[src/rtl/y_bank_writer_pkg.sv]
// Shared definitions for the Y bank writer and the argmax reader that consumes its RAM.
package y_bank_writer_pkg;

    typedef enum logic [1:0] {
        ST_IDLE  = 2'd0,
        ST_FILL  = 2'd1,
        ST_FLUSH = 2'd2,
        ST_DONE  = 2'd3
    } ybw_state_t;

    localparam int DEF_W     = 16;
    localparam int DEF_ACC_W = 32;
    localparam int DEF_SHIFT = 8;

endpackage

[src/rtl/y_bank_writer_if.sv]
// Accumulator stream in, Y RAM write port out, plus frame status.
interface y_bank_writer_if
    import y_bank_writer_pkg::*;
#(
    parameter int ACC_W = DEF_ACC_W,
    parameter int W     = DEF_W,
    parameter int Y_AW  = 2
) ();
    logic             start;
    logic             in_valid;
    logic             in_ready;
    logic [ACC_W-1:0] in_data;
    logic             in_last;
    logic             y_cs;
    logic             y_we;
    logic [Y_AW-1:0]  y_addr;
    logic [W-1:0]     y_din;
    logic             busy;
    logic             done;
    logic             err_len;

    modport master (
        output start, in_valid, in_data, in_last,
        input  in_ready, y_cs, y_we, y_addr, y_din, busy, done, err_len
    );

    modport slave (
        input  start, in_valid, in_data, in_last,
        output in_ready, y_cs, y_we, y_addr, y_din, busy, done, err_len
    );
endinterface

[src/rtl/y_bank_writer_requant_sat.sv]
// Requantise a signed accumulator: round-half-up right shift, then saturate to W bits.
module requant_sat
    import y_bank_writer_pkg::*;
#(
    parameter int ACC_W = DEF_ACC_W,
    parameter int W     = DEF_W,
    parameter int SHIFT = DEF_SHIFT
) (
    input  logic signed [ACC_W-1:0] x,
    output logic signed [W-1:0]     q
);
    // One guard bit keeps the rounding add from overflowing at the positive extreme.
    localparam logic signed [ACC_W:0] RND  = {{(ACC_W+1-SHIFT){1'b0}}, 1'b1, {(SHIFT-1){1'b0}}};
    localparam logic signed [ACC_W:0] MAXV = {{(ACC_W+2-W){1'b0}}, {(W-1){1'b1}}};
    localparam logic signed [ACC_W:0] MINV = {{(ACC_W+2-W){1'b1}}, {(W-1){1'b0}}};

    logic signed [ACC_W:0] sum;
    logic signed [ACC_W:0] r;

    always_comb begin
        sum = $signed({x[ACC_W-1], x}) + RND;
        r   = sum >>> SHIFT;
        if (r > MAXV)
            q = MAXV[W-1:0];
        else if (r < MINV)
            q = MINV[W-1:0];
        else
            q = r[W-1:0];
    end
endmodule

[src/rtl/y_bank_writer.sv]
// Writes one frame of requantised scores into Y RAM, then pulses done to start argmax.
module y_bank_writer
    import y_bank_writer_pkg::*;
#(
    parameter int N     = 4,
    parameter int W     = DEF_W,
    parameter int Y_AW  = 2,
    parameter int ACC_W = DEF_ACC_W,
    parameter int SHIFT = DEF_SHIFT
) (
    input logic            clk,
    input logic            rst,
    y_bank_writer_if.slave bus
);
    localparam logic [Y_AW-1:0] LAST_IDX = Y_AW'(N - 1);

    ybw_state_t        state, state_nxt;
    logic [Y_AW-1:0]   count;
    logic              accept;
    logic              at_last_idx;
    logic              frame_end;
    logic              len_bad;
    logic              open_frame;
    logic signed [W-1:0] q;

    requant_sat #(.ACC_W(ACC_W), .W(W), .SHIFT(SHIFT)) u_requant (
        .x (bus.in_data),
        .q (q)
    );

    assign bus.in_ready = (state == ST_FILL);
    assign bus.busy     = (state != ST_IDLE);
    assign bus.done     = (state == ST_DONE);

    assign open_frame  = (state == ST_IDLE) && bus.start;
    assign accept      = bus.in_valid && bus.in_ready;
    assign at_last_idx = (count == LAST_IDX);
    assign frame_end   = accept && (at_last_idx || bus.in_last);
    assign len_bad     = accept && (at_last_idx != bus.in_last);

    always_ff @(posedge clk) begin
        if (rst)
            state <= ST_IDLE;
        else
            state <= state_nxt;
    end

    always_comb begin
        state_nxt = state;
        case (state)
            ST_IDLE:  if (bus.start) state_nxt = ST_FILL;
            ST_FILL:  if (frame_end) state_nxt = ST_FLUSH;
            ST_FLUSH: state_nxt = ST_DONE;
            ST_DONE:  state_nxt = ST_IDLE;
            default:  state_nxt = ST_IDLE;
        endcase
    end

    // The RAM write for a beat lands one cycle after it is accepted.
    always_ff @(posedge clk) begin
        if (rst) begin
            count       <= '0;
            bus.y_cs    <= 1'b0;
            bus.y_we    <= 1'b0;
            bus.y_addr  <= '0;
            bus.y_din   <= '0;
            bus.err_len <= 1'b0;
        end else begin
            bus.y_cs <= accept;
            bus.y_we <= accept;
            if (accept) begin
                bus.y_addr <= count;
                bus.y_din  <= q;
            end
            if (open_frame)
                count <= '0;
            else if (accept)
                count <= count + 1'b1;
            if (open_frame)
                bus.err_len <= 1'b0;
            else if (len_bad)
                bus.err_len <= 1'b1;
        end
    end
endmodule
[src/flat_wrapper.sv]
// flat-port wrapper written by rule: the top's interface ports become plain ports
module y_bank_writer_flat import y_bank_writer_pkg::*;
#(
    parameter int N     = 4,
    parameter int W     = DEF_W,
    parameter int Y_AW  = 2,
    parameter int ACC_W = DEF_ACC_W,
    parameter int SHIFT = DEF_SHIFT
)
  (clk, rst, bus_start, bus_in_valid, bus_in_data, bus_in_last, bus_in_ready, bus_y_cs, bus_y_we, bus_y_addr, bus_y_din, bus_busy, bus_done, bus_err_len);
  y_bank_writer_if #(.ACC_W(ACC_W), .W(W), .Y_AW(Y_AW)) bus_i ();
  input logic clk;
  input logic rst;
  input wire logic [$bits(bus_i.start)-1:0] bus_start;
  input wire logic [$bits(bus_i.in_valid)-1:0] bus_in_valid;
  input wire logic [$bits(bus_i.in_data)-1:0] bus_in_data;
  input wire logic [$bits(bus_i.in_last)-1:0] bus_in_last;
  output wire logic [$bits(bus_i.in_ready)-1:0] bus_in_ready;
  output wire logic [$bits(bus_i.y_cs)-1:0] bus_y_cs;
  output wire logic [$bits(bus_i.y_we)-1:0] bus_y_we;
  output wire logic [$bits(bus_i.y_addr)-1:0] bus_y_addr;
  output wire logic [$bits(bus_i.y_din)-1:0] bus_y_din;
  output wire logic [$bits(bus_i.busy)-1:0] bus_busy;
  output wire logic [$bits(bus_i.done)-1:0] bus_done;
  output wire logic [$bits(bus_i.err_len)-1:0] bus_err_len;
  assign bus_i.start = bus_start;
  assign bus_i.in_valid = bus_in_valid;
  assign bus_i.in_data = bus_in_data;
  assign bus_i.in_last = bus_in_last;
  assign bus_in_ready = bus_i.in_ready;
  assign bus_y_cs = bus_i.y_cs;
  assign bus_y_we = bus_i.y_we;
  assign bus_y_addr = bus_i.y_addr;
  assign bus_y_din = bus_i.y_din;
  assign bus_busy = bus_i.busy;
  assign bus_done = bus_i.done;
  assign bus_err_len = bus_i.err_len;
  y_bank_writer #(.N(N), .W(W), .Y_AW(Y_AW), .ACC_W(ACC_W), .SHIFT(SHIFT)) u_core (.clk(clk), .rst(rst), .bus(bus_i));
endmodule
[config.mk]
export PLATFORM = sky130hd
export DESIGN_NAME = y_bank_writer_flat
export DESIGN_NICKNAME = d
export VERILOG_FILES = /design/src/rtl/y_bank_writer_pkg.sv /design/src/rtl/y_bank_writer_if.sv /design/src/rtl/y_bank_writer_requant_sat.sv /design/src/rtl/y_bank_writer.sv /design/src/flat_wrapper.sv
export SDC_FILE = /design/constraint.sdc
export NUM_CORES = 1
export LEC_CHECK = 0
export ABC_AREA = 1
export CORE_MARGIN = 5
export CORE_UTILIZATION = 47
export CTS_CLUSTER_DIAMETER = 50
export DETAILED_ROUTE_END_ITERATION = 10
export PLACE_DENSITY_LB_ADDON = 0.08
export SYNTH_ARGS = -nofsm -noshare
export SYNTH_HDL_FRONTEND = slang
export SYNTH_HIERARCHICAL = 1
export SYNTH_SLANG_ARGS = --single-unit
[constraint.sdc]
create_clock -name clk -period 2.3 [get_ports clk]
set_clock_uncertainty 0.15 [all_clocks]
set_input_delay 0.46 -clock clk [delete_from_list [all_inputs] [get_ports clk]]
set_output_delay 0.46 -clock clk [all_outputs]
set_load 0.01 [all_outputs]
After elaboration in Yosys (flattened, before gate mapping)
Cells that the tools add are included.

storage, ports and cells
  register bits after elaboration = 24
  word-level logic and storage cells = 31

cells by class
  mux-type cells = 5
  eq/ne operators = 7
  add/subtract/negate cells = 2
  reductions and logical operators = 9
  order comparisons = 2

operators by type and width
  kind                                                                               number
  32-bit by 9-bit adder with 33-bit output, second input constant                    1
  16-bit 2-to-1 mux                                                                  2
  25-bit by 16-bit greater-than comparator with 1-bit output, second input constant  1
  25-bit by 16-bit < comparator with 1-bit output, second input constant             1
  2-bit one-hot mux with 4 select lines                                              1
  2-bit equality test, second input constant                                         3
  1-bit logical AND                                                                  4
  2-bit 2-to-1 mux                                                                   2
  2-bit != test, second input constant                                               2
  2-bit by 1-bit adder with 2-bit output, second input constant                      1
  2-bit by 1-bit equality test with 1-bit output, second input constant              1
  2-bit zero test                                                                    1
  2-bit AND reduction                                                                1
  2-bit nonzero test                                                                 1
  2-bit OR reduction                                                                 1
  1-bit logical OR                                                                   1
  1-bit != test                                                                      1

Logic depth before layout (Yosys ltp)
  word-level depth = 5
  mapped depth = 17
  mapped depth without buffers = 16

Cells and area by module
The synthesis kept the hierarchy.

modules (own cells, without submodules)
  module         cells each  times used  sequential area each (µm²)  area each (µm²)
  y_bank_writer  125         1           480.5                       980.9
  requant_sat    195         1           0.0                         909.6

Worst setup path before layout
OpenSTA, ideal clock, no wires.

  path type = input-to-reg
  start point = input bus_in_data[7]
  end point = register u_core.bus.y_din[10]
  arrival = 1.890 ns
  setup slack = 0.144 ns
  stages on the path = 15
  cells stage by stage = ha_1 -> nand2_2 -> nor2_4 -> nand3b_1 -> o21ai_0 -> nand2_1 -> inv_1 -> nand2_1 -> nor2_1 -> nand2_1 -> nand2_2 -> buf_6 -> nand2_1 -> o21ai_0 -> nor2_1

on the way
  cells in the longest elaborated chain, start to end = 4

ends and longest elaborated chain
  what                                             line                             text
  start, declared                                  flat_wrapper.sv:16               input wire logic [$bits(bus_i.in_data)-1:0] bus_in_data;
  32-bit by 9-bit adder with 33-bit output *       y_bank_writer_requant_sat.sv:21  sum = $signed({x[ACC_W-1], x}) + RND;
  25-bit by 16-bit < comparator with 1-bit output  y_bank_writer_requant_sat.sv:25  else if (r < MINV)
  16-bit 2-to-1 mux                                y_bank_writer_requant_sat.sv:25
  16-bit 2-to-1 mux *                              y_bank_writer_requant_sat.sv:23  if (r > MAXV)
  net u_core.q[10]                                 y_bank_writer.sv:24              logic signed [W-1:0] q;
  end signal, assigned                             y_bank_writer.sv:73              bus.y_din <= q;
  end, declared                                    y_bank_writer_if.sv:29           output in_ready, y_cs, y_we, y_addr, y_din, busy, done, err_len

Mark *: on every way through the listed nets, which the timed path passes. The rest lies on a longest branch.
A chain may end at the register's enable or synchronous reset.

Worst setup path in the final report
  start point = input bus_in_data[10]
  end point = register u_core.bus.y_din[10]

Same word-level chain as after synthesis.

==> out/qor.yml <==
worst_setup_path:
  critPathKind: "in2reg"
  required_ns: 2.31
  critPathMaxStageDelay_ns: 0.26
  rr_endpoint: "u_core/count[0]"
  arrival_ns: 2.21
  start_kind: "input pin"
  reg2reg_depth: 6
  cpMaxStageDelayCell: "dlygate4sd2_1"
  rr_startpoint: "u_core/state[1]"
  path_cells: "dlygate4sd2_1 -> nand2_2 -> nor2_4 -> nand3_1 -> o21bai_1 -> nand2_1 -> nor2_1 -> nand2_1 -> nor2_1 -> nand2_2 -> nand2_4 -> nand2_1 -> o21ai_1 -> nor2_1"
  setup.worst_path.start: "bus_in_data[10]"
  r2r_setup_slack_ns: 0.75
  end_kind: "register"
  path_max_fanout: 8
  crit_end: "u_core/bus.y_din[10]"
cts:
  cts_tree: "yes"
  root_buffer: "clkbuf_8"
  cts_buffers: 3
  clk_pin_slew_worst_paths_ns: 0.08
  htreeDepth: 1
  cts.hold.buffers_added: 0
  ctsLongestPathBuffers: 2
  cts_num_sinks: 24
  clock_latency_ns: 0.27
timing:
  holdWs_ns: 0.307
  max_freq_mhz: 454
  period_needed_ns: 2.20
  fin_crit_sh_pct: 95.7
  slew_violations: 0
  worst_pin_slew_ns: 0.365
  slew_headroom_pct: 75.7
  setup_viol_count_final: 0
  report.final.hold_viol_count: 0
  fin_tns_setup_ns: 0
power_and_ir_drop:
  clkPwrFrac_pct: 17.0
  switchingPower_mw: 0.593
  peakVddDrop_mv: 0.310
  combPwrFrac_pct: 48.4
  seqPwrFrac_pct: 34.6
  p_int_mw: 1.05
  p_leak_nw: 1.40
  powerDensity_nw_per_um2: 552
  p_sw_share_pct: 36.0
  fin_total_pwr_mw: 1.65
die:
  initial_core_util_pct: 48.0
  die_w_um: 73.4
  coreArea_um2: 3940
  fp.dieArea_um2: 5390
  row_count: 23
  die_h_um: 73.4
  pin_count: 61
worst_hold_path:
  holdCritPathClass: "reg2reg"
global_routing:
  grt_usage_pct: 20.7
  grt_max_degree: 22
  antenna_found_initial: 0
  grt_pass1_wl_um: 8870
  grt_pass1_vias: 2106
  grt-ovfl-total: 0
synth:
  syn_inst: 320
  yosysSeqAreaShare_pct: 25.4
  synth-seq-cells: 24
  syn_avg_cell_area_um2: 5.91
  synth_warnings: 6
  synth_nets: 365
  netlist_area_um2: 1890
  synthDistinctLibCells: 25
layout:
  nets: 469
  drive_gt1_share_pct: 28.8
  fin_cells: 473
  area_growth_pct: 57.8
  utilization_pct: 75.7
  mostFrequentLayoutCells: "nand2_1, nor2_1, buf_4, clkdlybuf4s50_1, inv_1"
  n_fill_cell: 341
  antenna_cells: 0
  final_common_cell: "nand2_1"
detailed_routing:
  vias: 2209
  drt_iter0_drc: 92
  drc: 0
  wl_um: 5520
  antenna_left: 0
  vias_per_cell: 4.67
  wire_per_inst_um: 11.7
  dr.pass1.iters: 4
status:
  outcome: "complete, no violations"
job:
  maxCapViolCount: 0
place:
  dpl.hpwl_um: 4160
  dp.cells: 458
  portBuffers: 53
  gp_congestion: 0.843
==> logic make-up after synthesis <==
group / after synthesis / synth area share [%]
XOR/XNOR: 14 / 6.49
flip-flops: 24 / 25.4
AND/OR/NAND/NOR: 209 / 46.2
buffers and inverters: 39 / 9.60
AO/OA/AOI/OAI: 26 / 7.02
adder cells (fa/ha/maj): 8 / 5.29
==> power groups by stage <==
stage	registers [mW]	logic, mW	clock network [mW]
final	0.569	0.797	0.280
after global routing	0.584	0.903	0.301
after CTS	0.571	0.788	0.289
after detailed placement	0.581	0.779	0
after global placement	0.577	0.764	0
after floorplan	0.607	0.397	0
==> sequential cells by signal, summed over array words and instances, names as in the netlist <==
name and count:
u_core/bus.y_din 16, u_core/bus.y_we 1, u_core/bus.err_len 1, u_core/bus.y_addr 2
u_core/state 2, u_core/count 2
==> metrics by stage <==
stage | instance area, um2 | setup slack, ns
3_3_place_gp | 2750 | -0.667
4_1_cts | 2930 | 0.0145
2_1_floorplan | 1890 | 0.144
5_1_grt | 2980 | -0.0214
3_5_place_dp | 2750 | -0.662
6_report | 2980 | 0.0981
==> repair_timing <==
action / CTS / global route
setup endpoints to repair: 15 / 15
buffers inserted: 9 / 0
cloned: 2 / 0
resized for setup: 59 / 57
pin swaps: 26 / 31
==> how the worst min path moves through the flow <==
stage,end,slack [ns],cells after the start,startpoint
after CTS,u_core/bus.err_len,0.31,2,u_core/bus.err_len
after detailed placement,u_core/bus.err_len,0.30,2,u_core/bus.err_len
after global routing,u_core/bus.y_addr[0],0.35,2,u_core/bus.y_addr[0]
final,u_core/bus.err_len,0.31,2,u_core/bus.err_len
after floorplan,u_core/count[1],0.31,2,u_core/count[1]
after global placement,u_core/bus.err_len,0.29,2,u_core/bus.err_len
==> final cells by class <==
type / count / area [um2] / share of cell area, %
Multi-Input combinational cell: 259 / 1400 / 46.9
Tap cell: 50 / 62.6 / 2.10
Clock buffer: 4 / 55.1 / 1.84
Inverter: 30 / 113 / 3.77
Timing Repair Buffer: 106 / 875 / 29.3
Sequential cell: 24 / 480 / 16.1
==> layer usage <==
layer	part of all wire (%)	track usage, %	up-vias	wire (um)
met4	4.0	8.85	0	219
met5	0	0	-	0
met3	5.5	2.60	18	303
met2	53	42.0	63	2910
li1	-	-	1183	-
met1	38	20.5	945	2090
==> synth_stat cells (all sizes together) <==
library cell | count | area, um2
nor3b | 1 | 12.5
nand3b | 6 | 45.0
xnor2 | 5 | 43.8
dfxtp | 24 | 480
o21ai | 20 | 100
and2 | 1 | 6.26
nor3 | 1 | 10.0
a21oi | 5 | 25.0
inv | 30 | 113
nand2 | 111 | 434
clkbuf | 2 | 10.0
ha | 8 | 100
nand3 | 11 | 55.1
xor2 | 9 | 78.8
nor2 | 78 | 310
buf | 7 | 58.8
o21bai | 1 | 7.51
==> worst max-delay path, delay by kind of cell <==
kind / cells / cell delay (ns)
AOI/OAI and AO/OA: 2 / 0.34
and+or+nand+nor: 11 / 1.15
buffers and inverters: 1 / 0.26
(Power assumes the default switching activity.)
